<file path="src/rtl/acc_ordered_interconnect.sv">
// acc_ordered_interconnect: one hierarchy level of the accelerator C-channel
// interconnect. Requests go to a local responder (round-robin per responder)
// or bypass to the next level. Each requester owns a tag FIFO recording the
// target of every accepted request, so its responses come back in request order.
module acc_ordered_interconnect #(
  parameter int NumReq         = 2,
  parameter int NumRsp         = 4,
  parameter int ReqPldWidth    = 64,
  parameter int RspPldWidth    = 64,
  parameter int HierAddrWidth  = 2,
  parameter int AccAddrWidth   = 2,
  parameter int HierLevel      = 0,
  parameter int MaxOutstanding = 4,
  localparam int IdxW = (NumReq > 1) ? $clog2(NumReq) : 1,
  localparam int CntW = $clog2(MaxOutstanding + 1),
  localparam int AW   = HierAddrWidth + AccAddrWidth
) (
  input  logic                          clk_i,
  input  logic                          rst_i,
  input  logic [NumReq-1:0]             req_valid_i,
  output logic [NumReq-1:0]             req_ready_o,
  input  logic [NumReq*AW-1:0]          req_addr_i,
  input  logic [NumReq*ReqPldWidth-1:0] req_pld_i,
  output logic [NumReq-1:0]             rsp_valid_o,
  input  logic [NumReq-1:0]             rsp_ready_i,
  output logic [NumReq*RspPldWidth-1:0] rsp_pld_o,
  output logic [NumRsp-1:0]             acc_req_valid_o,
  input  logic [NumRsp-1:0]             acc_req_ready_i,
  output logic [NumRsp*ReqPldWidth-1:0] acc_req_pld_o,
  output logic [NumRsp*IdxW-1:0]        acc_req_src_o,
  input  logic [NumRsp-1:0]             acc_rsp_valid_i,
  output logic [NumRsp-1:0]             acc_rsp_ready_o,
  input  logic [NumRsp*RspPldWidth-1:0] acc_rsp_pld_i,
  input  logic [NumRsp*IdxW-1:0]        acc_rsp_dst_i,
  output logic [NumReq-1:0]             next_req_valid_o,
  input  logic [NumReq-1:0]             next_req_ready_i,
  output logic [NumReq*AW-1:0]          next_req_addr_o,
  output logic [NumReq*ReqPldWidth-1:0] next_req_pld_o,
  input  logic [NumReq-1:0]             next_rsp_valid_i,
  output logic [NumReq-1:0]             next_rsp_ready_o,
  input  logic [NumReq*RspPldWidth-1:0] next_rsp_pld_i,
  output logic [NumReq*CntW-1:0]        outstanding_o,
  output logic [NumReq-1:0]             addr_err_o
);

  localparam int TagW = $clog2(NumRsp + 1);
  localparam int PtrW = (MaxOutstanding > 1) ? $clog2(MaxOutstanding) : 1;
  localparam logic [TagW-1:0] TagBypass = TagW'(NumRsp);

  typedef enum logic [1:0] {TGT_LOCAL, TGT_BYPASS, TGT_ERR} tgt_e;

  logic                rst_q;
  logic                active;
  tgt_e                kind     [NumReq];
  logic [TagW-1:0]     tag      [NumReq];
  logic [TagW-1:0]     head     [NumReq];
  logic [NumReq-1:0]   eligible, push, pop, err_set, err_q, err_d;
  logic [NumReq-1:0]   cand     [NumRsp];
  logic [CntW-1:0]     cnt_q    [NumReq];
  logic [CntW-1:0]     cnt_d    [NumReq];
  logic [PtrW-1:0]     wr_q     [NumReq];
  logic [PtrW-1:0]     wr_d     [NumReq];
  logic [PtrW-1:0]     rd_q     [NumReq];
  logic [PtrW-1:0]     rd_d     [NumReq];
  logic [TagW-1:0]     fifo_q   [NumReq][MaxOutstanding];
  logic [NumRsp-1:0]   lock_q, lock_d, gnt_vld;
  logic [IdxW-1:0]     gnt_idx    [NumRsp];
  logic [IdxW-1:0]     rr_q       [NumRsp];
  logic [IdxW-1:0]     rr_d       [NumRsp];
  logic [IdxW-1:0]     lock_idx_q [NumRsp];
  logic [IdxW-1:0]     lock_idx_d [NumRsp];

  // Outputs stay quiet during reset and for one cycle after it.
  assign active          = !rst_i && !rst_q;
  assign next_req_addr_o = req_addr_i;
  assign next_req_pld_o  = req_pld_i;
  assign addr_err_o      = err_q;

  // Decode each request into a target class and tag; compute eligibility and per-responder candidates.
  always_comb begin
    // NOTE: every combinational output gets a default first so no path can infer a latch.
    for (int i = 0; i < NumReq; i++) begin
      kind[i] = TGT_ERR;
      tag[i]  = '0;
      if (int'(req_addr_i[i*AW+AccAddrWidth +: HierAddrWidth]) != HierLevel) begin
        kind[i] = TGT_BYPASS;
        tag[i]  = TagBypass;
      end else if (int'(req_addr_i[i*AW +: AccAddrWidth]) < NumRsp) begin
        kind[i] = TGT_LOCAL;
        tag[i]  = TagW'(req_addr_i[i*AW +: AccAddrWidth]);
      end
      // The registered count decides; a same-cycle pop does not free a slot.
      eligible[i] = active && (cnt_q[i] < CntW'(MaxOutstanding));
      head[i]     = fifo_q[i][rd_q[i]];
    end
    for (int j = 0; j < NumRsp; j++) begin
      for (int i = 0; i < NumReq; i++) begin
        cand[j][i] = req_valid_i[i] && eligible[i] && (kind[i] == TGT_LOCAL) && (tag[i] == TagW'(j));
      end
    end
  end

  // Round-robin grant per local responder; a stalled grant stays locked until its handshake.
  always_comb begin
    int c;
    c = 0;
    for (int j = 0; j < NumRsp; j++) begin
      gnt_vld[j] = 1'b0;
      gnt_idx[j] = '0;
      if (lock_q[j]) begin
        gnt_idx[j] = lock_idx_q[j];
        gnt_vld[j] = cand[j][lock_idx_q[j]];
      end else begin
        for (int k = 0; k < NumReq; k++) begin
          c = (int'(rr_q[j]) + k) % NumReq;
          if (!gnt_vld[j] && cand[j][c]) begin
            gnt_vld[j] = 1'b1;
            gnt_idx[j] = IdxW'(c);
          end
        end
      end
      acc_req_valid_o[j]                         = gnt_vld[j];
      acc_req_src_o[j*IdxW +: IdxW]              = gnt_idx[j];
      acc_req_pld_o[j*ReqPldWidth +: ReqPldWidth] = req_pld_i[int'(gnt_idx[j])*ReqPldWidth +: ReqPldWidth];
    end
  end

  // Request-side ready/valid per requester, plus push and error-set strobes.
  always_comb begin
    for (int i = 0; i < NumReq; i++) begin
      next_req_valid_o[i] = req_valid_i[i] && eligible[i] && (kind[i] == TGT_BYPASS);
      req_ready_o[i]      = 1'b0;
      unique case (kind[i])
        TGT_BYPASS: req_ready_o[i] = next_req_ready_i[i] && eligible[i];
        TGT_LOCAL: begin
          for (int j = 0; j < NumRsp; j++) begin
            if (tag[i] == TagW'(j)) begin
              req_ready_o[i] = gnt_vld[j] && (gnt_idx[j] == IdxW'(i)) && acc_req_ready_i[j];
            end
          end
        end
        default: req_ready_o[i] = active;
      endcase
      push[i]    = req_valid_i[i] && req_ready_o[i] && (kind[i] != TGT_ERR);
      err_set[i] = req_valid_i[i] && req_ready_o[i] && (kind[i] == TGT_ERR);
    end
  end

  // Response steering: only the source named by the FIFO head may respond to each requester.
  always_comb begin
    logic dst_ok;
    dst_ok           = 1'b0;
    rsp_valid_o      = '0;
    rsp_pld_o        = '0;
    next_rsp_ready_o = '0;
    acc_rsp_ready_o  = '0;
    for (int i = 0; i < NumReq; i++) begin
      if (active && (cnt_q[i] != '0)) begin
        if (head[i] == TagBypass) begin
          rsp_valid_o[i]                         = next_rsp_valid_i[i];
          rsp_pld_o[i*RspPldWidth +: RspPldWidth] = next_rsp_pld_i[i*RspPldWidth +: RspPldWidth];
          next_rsp_ready_o[i]                    = rsp_ready_i[i];
        end else begin
          for (int j = 0; j < NumRsp; j++) begin
            if (head[i] == TagW'(j)) begin
              dst_ok                                 = (acc_rsp_dst_i[j*IdxW +: IdxW] == IdxW'(i));
              rsp_valid_o[i]                         = acc_rsp_valid_i[j] && dst_ok;
              rsp_pld_o[i*RspPldWidth +: RspPldWidth] = acc_rsp_pld_i[j*RspPldWidth +: RspPldWidth];
              acc_rsp_ready_o[j]                     = acc_rsp_ready_o[j] | (acc_rsp_valid_i[j] && dst_ok && rsp_ready_i[i]);
            end
          end
        end
      end
      pop[i] = rsp_valid_o[i] && rsp_ready_i[i];
    end
  end

  // Next-state for FIFO pointers/counts, arbitration pointers, locks and error flags.
  always_comb begin
    for (int i = 0; i < NumReq; i++) begin
      wr_d[i]  = wr_q[i];
      rd_d[i]  = rd_q[i];
      if (push[i]) wr_d[i] = (wr_q[i] == PtrW'(MaxOutstanding - 1)) ? '0 : wr_q[i] + 1'b1;
      if (pop[i])  rd_d[i] = (rd_q[i] == PtrW'(MaxOutstanding - 1)) ? '0 : rd_q[i] + 1'b1;
      cnt_d[i] = cnt_q[i] + CntW'(push[i]) - CntW'(pop[i]);
      outstanding_o[i*CntW +: CntW] = cnt_q[i];
    end
    err_d = err_q | err_set;
    for (int j = 0; j < NumRsp; j++) begin
      lock_d[j]     = gnt_vld[j] && !acc_req_ready_i[j];
      lock_idx_d[j] = gnt_idx[j];
      rr_d[j]       = rr_q[j];
      if (gnt_vld[j] && acc_req_ready_i[j]) rr_d[j] = IdxW'((int'(gnt_idx[j]) + 1) % NumReq);
    end
  end

  // Tag storage.
  always_ff @(posedge clk_i) begin
    // NOTE: the tag array is left unreset; the occupancy count alone marks which entries are live.
    for (int i = 0; i < NumReq; i++) begin
      if (push[i]) fifo_q[i][wr_q[i]] <= tag[i];
    end
  end

  // Control state registers with synchronous reset.
  always_ff @(posedge clk_i) begin
    // NOTE: state uses non-blocking assignments so every flop samples pre-edge values.
    if (rst_i) begin
      rst_q  <= 1'b1;
      err_q  <= '0;
      lock_q <= '0;
      for (int i = 0; i < NumReq; i++) begin
        cnt_q[i] <= '0;
        wr_q[i]  <= '0;
        rd_q[i]  <= '0;
      end
      for (int j = 0; j < NumRsp; j++) begin
        rr_q[j]       <= '0;
        lock_idx_q[j] <= '0;
      end
    end else begin
      rst_q  <= 1'b0;
      err_q  <= err_d;
      lock_q <= lock_d;
      for (int i = 0; i < NumReq; i++) begin
        cnt_q[i] <= cnt_d[i];
        wr_q[i]  <= wr_d[i];
        rd_q[i]  <= rd_d[i];
      end
      for (int j = 0; j < NumRsp; j++) begin
        rr_q[j]       <= rr_d[j];
        lock_idx_q[j] <= lock_idx_d[j];
      end
    end
  end

  // A local response addressed to a nonexistent requester is an integration error.
  for (genvar j = 0; j < NumRsp; j++) begin : g_dst_chk
    a_dst_range: assert property (@(posedge clk_i) disable iff (rst_i)
      acc_rsp_valid_i[j] |-> (int'(acc_rsp_dst_i[j*IdxW +: IdxW]) < NumReq));
  end

endmodule

</file>
<file path="config.mk">
export PLATFORM = sky130hd
export DESIGN_NAME = acc_ordered_interconnect
export DESIGN_NICKNAME = d
export VERILOG_FILES = /design/src/rtl/acc_ordered_interconnect.sv
export SDC_FILE = /design/constraint.sdc
export NUM_CORES = 1
export LEC_CHECK = 0
export CAP_MARGIN = 0
export CORE_AREA = 5 5 425 427
export DETAILED_ROUTE_END_ITERATION = 12
export DIE_AREA = 0 0 430 432
export HOLD_SLACK_MARGIN = 0.15
export SYNTH_ARGS = -nofsm -noshare
export SYNTH_HDL_FRONTEND = slang
export SYNTH_SLANG_ARGS = --single-unit
</file>
<file path="constraint.sdc">
create_clock -name clk_i -period 3.5 [get_ports clk_i]
set_clock_uncertainty 0.05 [all_clocks]
set_input_delay 0.525 -clock clk_i [delete_from_list [all_inputs] [get_ports clk_i]]
set_output_delay 0.525 -clock clk_i [all_outputs]
set_load 0.1 [all_outputs]
</file>
Word-level counts from Yosys, hierarchy flattened
Memories as Yosys holds them, arrays and structs flattened.
Cells that the tools add are included.
{"block": "word_totals", "reg_bits": 7, "ram_bits": 46, "input_bits": 542, "output_inout_bits": 548, "wordCells": 356, "memories": 6}
{"block": "op_classes", "n_addsub": 16, "n_lt_le_gt_ge": 20, "eq_ne": 24, "shifts": 4, "muxes": 153, "bitwise": 35, "n_reduce_logical": 95}
{"name": "fifo_q", "words": 2, "word_bits": 12, "read_ports": 2, "rd_clocked_by_memory_dff": 0, "write_ports": 2, "line_no": "65", "source": "logic [TagW-1:0] fifo_q [NumReq][MaxOutstanding];"}
{"name": "cnt_q", "words": 2, "word_bits": 3, "read_ports": 2, "rd_clocked_by_memory_dff": 0, "write_ports": 2, "line_no": "59", "source": "logic [CntW-1:0] cnt_q [NumReq];"}
{"name": "lock_idx_q", "words": 4, "word_bits": 1, "read_ports": 4, "rd_clocked_by_memory_dff": 0, "write_ports": 4, "line_no": "70", "source": "logic [IdxW-1:0] lock_idx_q [NumRsp];"}
{"name": "rd_q", "words": 2, "word_bits": 2, "read_ports": 2, "rd_clocked_by_memory_dff": 0, "write_ports": 2, "line_no": "63", "source": "logic [PtrW-1:0] rd_q [NumReq];"}
{"name": "rr_q", "words": 4, "word_bits": 1, "read_ports": 4, "rd_clocked_by_memory_dff": 0, "write_ports": 4, "line_no": "68", "source": "logic [IdxW-1:0] rr_q [NumRsp];"}
{"name": "wr_q", "words": 2, "word_bits": 2, "read_ports": 2, "rd_clocked_by_memory_dff": 0, "write_ports": 2, "line_no": "61", "source": "logic [PtrW-1:0] wr_q [NumReq];"}
{"cell": "64-bit 2-to-1 mux", "count": 12}
{"cell": "128-bit by 8-bit indexed part select with 64-bit output", "count": 4}
{"cell": "1-bit 2-to-1 mux", "count": 107}
{"cell": "1-bit logical AND", "count": 75}
{"cell": "3-bit 2-to-1 mux", "count": 10}
{"cell": "3-bit by 2-bit == test with 1-bit output (second input constant)", "count": 8}
{"cell": "12-bit 2-to-1 mux", "count": 2}
{"cell": "2-bit 2-to-1 mux", "count": 12}
{"cell": "1-bit bitwise OR", "count": 18}
{"cell": "1-bit by 2-bit less-than comparator with 1-bit output (second input constant)", "count": 8}
{"cell": "4-bit 2-to-1 mux", "count": 4}
{"cell": "3-bit binary-select mux with 2-bit select", "count": 2}
{"cell": "3-bit demux with 2-bit select", "count": 2}
{"cell": "3-bit by 1-bit == test with 1-bit output (second input constant)", "count": 4}
{"cell": "3-bit greater-or-equal comparator (second input constant)", "count": 4}
{"cell": "3-bit logical NOT", "count": 4}
{"cell": "2-bit by 3-bit less-than comparator with 1-bit output (second input constant)", "count": 4}
{"cell": "2-bit inverter with 3-bit output", "count": 4}
{"cell": "1-bit logical NOT", "count": 10}
{"cell": "1-bit adder (second input constant)", "count": 8}
{"cell": "2-bit by 1-bit adder with 2-bit output (second input constant)", "count": 4}
{"cell": "2-bit == test (second input constant)", "count": 4}
{"cell": "1-bit inverter", "count": 8}
{"cell": "3-bit by 1-bit adder with 3-bit output", "count": 2}
{"cell": "other kinds (13)", "count": 27}

Depth between registers and ports, before layout
{"block": "logic_depth", "depth_word": 27, "depth_mapped": 13, "mapped_depth_nobuf": 12}

Worst setup path before layout
OpenSTA, ideal clock, no wires.
{"block": "synth_path", "path_kind": "reg-to-output", "startpoint": "memory cnt_q[0][2] (netlist name)", "endpoint": "output acc_rsp_ready_o[0]", "arrival_time_ps": 4385, "required_time_ps": 2925, "path_slack_ps": -1460, "path_stages_with_launch": 5, "path_cell_list": "dfxtp_1 -> o311ai_0 -> or2_2 -> or3_1 -> a21boi_0"}
{"item": "start, declared", "line_no": "59"}
{"item": "end, declared", "line_no": "32", "source": "output logic [NumRsp-1:0] acc_rsp_ready_o,"}

==> impl_metrics.tcl <==
set metrics [dict create \
    multiInputGateArea_sq_um 11700 \
    clock_sinks 51 \
    crit_start "rd_q[0][2]" \
    drt-total-wl_microns 135000 \
    power.density_nw_per_um2 195 \
    worstMarginPinSlew_ps 915 \
    synth_area_per_cell_sq_um 8.34 \
    via_per_inst 3.59 \
    routed-via-count 17800 \
    layout.nets 3174 \
    async_flop_share_pct 0 \
    vdd_drop_max_mv 0.250 \
    worstSetupPathType "reg2out" \
    drtPass1Iterations 5 \
    end_kind "output pin" \
    drv_cap 0 \
    start_util_pct 7.08 \
    cts_buffers 5 \
    dpl.hpwl_microns 111000 \
    violations "setup timing" \
    die_width_microns 430 \
    reg2reg_to "cnt_q[0][2]" \
    reg2reg_slack_ps 0 \
    status "finished with violations" \
    yosys_warnings 0 \
    fin_ws_ps -174 \
    cp.required_ps 2920 \
    slew-limit-headroom_pct 39.0 \
    finalHoldViolCount 0 \
    fmax_mhz 272 \
    final-seq-area_sq_um 1270 \
    stdcell_count 4961 \
    ys.flop_type "dfxtp_1" \
    leakagePower_nw 12.9 \
    grt_pass1_wl_microns 173000 \
    reg2regPathDepth 13 \
    grt_start_max_net_pins 82 \
    syn_to_final_growth_pct 178 \
    dpl.cell_count 4856 \
    row_count 154 \
    cp.arrival_ps 3100 \
    synth_cell_type_count 70 \
    num_io_pins 1090 \
    finalCritPeriodShare_pct 105 \
    antenna_found_initial 41 \
    synth_enable_flop_cells 24 \
    maxSlewViolCount 0 \
    die_area_sq_um 186000 \
    rr_startpoint "rd_q[0][0]" \
    mostFrequentLayoutCells "530 x clkdlybuf4s50_1, 455 x buf_12, 290 x buf_4, 159 x mux2_2, 108 x nor2_2" \
    cts_tree "yes" \
    setup_viol 71 \
    crit_end "rsp_pld_o[124]" \
    gp_congestion 0.904 \
    root_buffer "clkbuf_16" \
    rsz0062_at_grt "yes" \
    grt_overflow_total 0 \
    final_common_cell "clkdlybuf4s50_1" \
    cp_max_fo 6 \
    syn-cell-area_sq_um 12400 \
    post-route-min-period_ps 3670 \
    cts_buffer_depth 2 \
    seq_area_frac_synth_pct 10.1 \
    ys_seq_elements 51 \
    groute.usage.overall_pct 13.4 \
    wl_per_cell_microns 27.3 \
    final_antenna_net_count 0 \
    htreeDepth 2 \
    dp_slack_ps -692 \
    final.fill_count 19100 \
    die_h_microns 432 \
    hp-class "reg2reg" \
    clkSlewWorstSetupHoldPaths_ps 70 \
    portBuffers 1087 \
    clk_latency_ps 290 \
    drive_gt1_share_pct 57.4 \
    start_kind "flop" \
    synthCells 1492 \
    fp.coreArea_sq_um 176000 \
    first_global_vias 18900 \
    drc_errors 0 \
    drt-initial-drc-count 1017 \
]
## cell usage after synthesis, types with 14 or more instances
library cell  instances  area share [%]
a21oi_1              72             2.9
a2bb2oi_1            74             5.2
a31oi_1              56             2.8
and2_1               18            0.91
buf_2                43             1.7
buf_4               140             8.5
clkbuf_1             80             2.4
dfxtp_1              27             4.3
edfxtp_1             24             5.8
ha_1                 14             1.4
inv_1                27            0.81
mux2_1               81             7.3
mux2_2              177              16
mux2i_1              80             6.4
mux4_2               60              11
nand2_1              20            0.60
nor2_1              172             5.2
nor2b_1              68             3.4
nor3_1               17            0.68
o21ai_0             110             4.4
o21ai_1              23            0.93
## routing by layer
| metal | wire (microns) | vias to the layer above | global-route usage (%) |
|---|---|---|---|
| met1 | 46900 | 8936 | 14.0 |
| met3 | 8560 | 193 | 2.87 |
| met5 | 0 | - | 0 |
| li1 | - | 7683 | - |
| met4 | 4540 | 0 | 3.33 |
| met2 | 75400 | 990 | 26.7 |
## timing repair
item,4_1_cts,5_1_grt
gates resized for setup,452,202
gates cloned,14,5
hold buffers,0,0
endpoints found under the setup margin,359,195
pin swaps,67,91
setup buffers,60,29
hold endpoints to repair,0,0
## cell type report
class                           instances  area share [%]
Antenna cell                            4          0.0289
Clock buffer                            6           0.434
Clock inverter                          2          0.0470
Inverter                               27           0.293
Multi-Input combinational cell       1138            33.8
Sequential cell                        51            3.67
Tap cell                             2340            8.47
Timing Repair Buffer                 1393            53.2
## sequential cells by signal, indices dropped and copies added, names as in the netlist
signal,flops
lock_q,4
cnt_q,6
wr_q,4
lock_idx_q,4
rr_q,4
rd_q,4
rst_q,1
fifo_q,24
## report_power, final
part           total (mW)  switching (mW)  internal, mW
Clock               0.538           0.227         0.311
Combinational        5.56            3.45          2.11
Sequential          0.646          0.0144         0.632
Total                6.74            3.69          3.05
## stage by stage
stage | TNS [ps] | hold slack (ps) | util (%) | power, mW | cell area (sq um)
finish | -4620 | 407 | 19.7 | 6.74 | 34600
global route | -14420 | 431 | 19.7 | 6.93 | 34600
CTS | -8660 | 408 | 19.0 | 6.66 | 33400
detailed placement | -57150 | 399 | 17.6 | 5.87 | 30900
global placement | -59530 | 392 | 17.6 | 5.85 | 30900
floorplan | -103 | 382 | - | 3.58 | 12900
## how the worst min path moves through the flow
stage / start / to / slack (ps) / depth (start not counted)
finish: rr_q[1] / rr_q[1] / 410 / 2
detailed placement: rr_q[1] / rr_q[1] / 400 / 2
floorplan: rr_q[1] / rr_q[1] / 380 / 2
global placement: rr_q[1] / rr_q[1] / 390 / 2
global route: rr_q[1] / rr_q[1] / 430 / 2
CTS: rr_q[1] / rr_q[1] / 410 / 2
## worst max-delay path, stage by stage, from the launching register on
cell and delay (ps):
dfxtp_4 370, buf_4 110, mux4_4 740, buf_6 180, nor2b_4 140, buf_12 130
clkbuf_16 150, buf_4 150, a2bb2oi_1 180, o21ai_1 90, buf_4 170, o21ai_4 100
nor2_4 80, buf_12 190
## logic make-up after synthesis
group,share of synthesized area (%)
buffers and inverters,14.1
DFF,10.1
adders and majority gates,1.73
other,0.0302
and+or+nand+nor,14.0
AOI/OAI and AO/OA,18.8
xor gates and xnor gates,0.282
muxes,40.9
(Power assumes the default switching activity.)
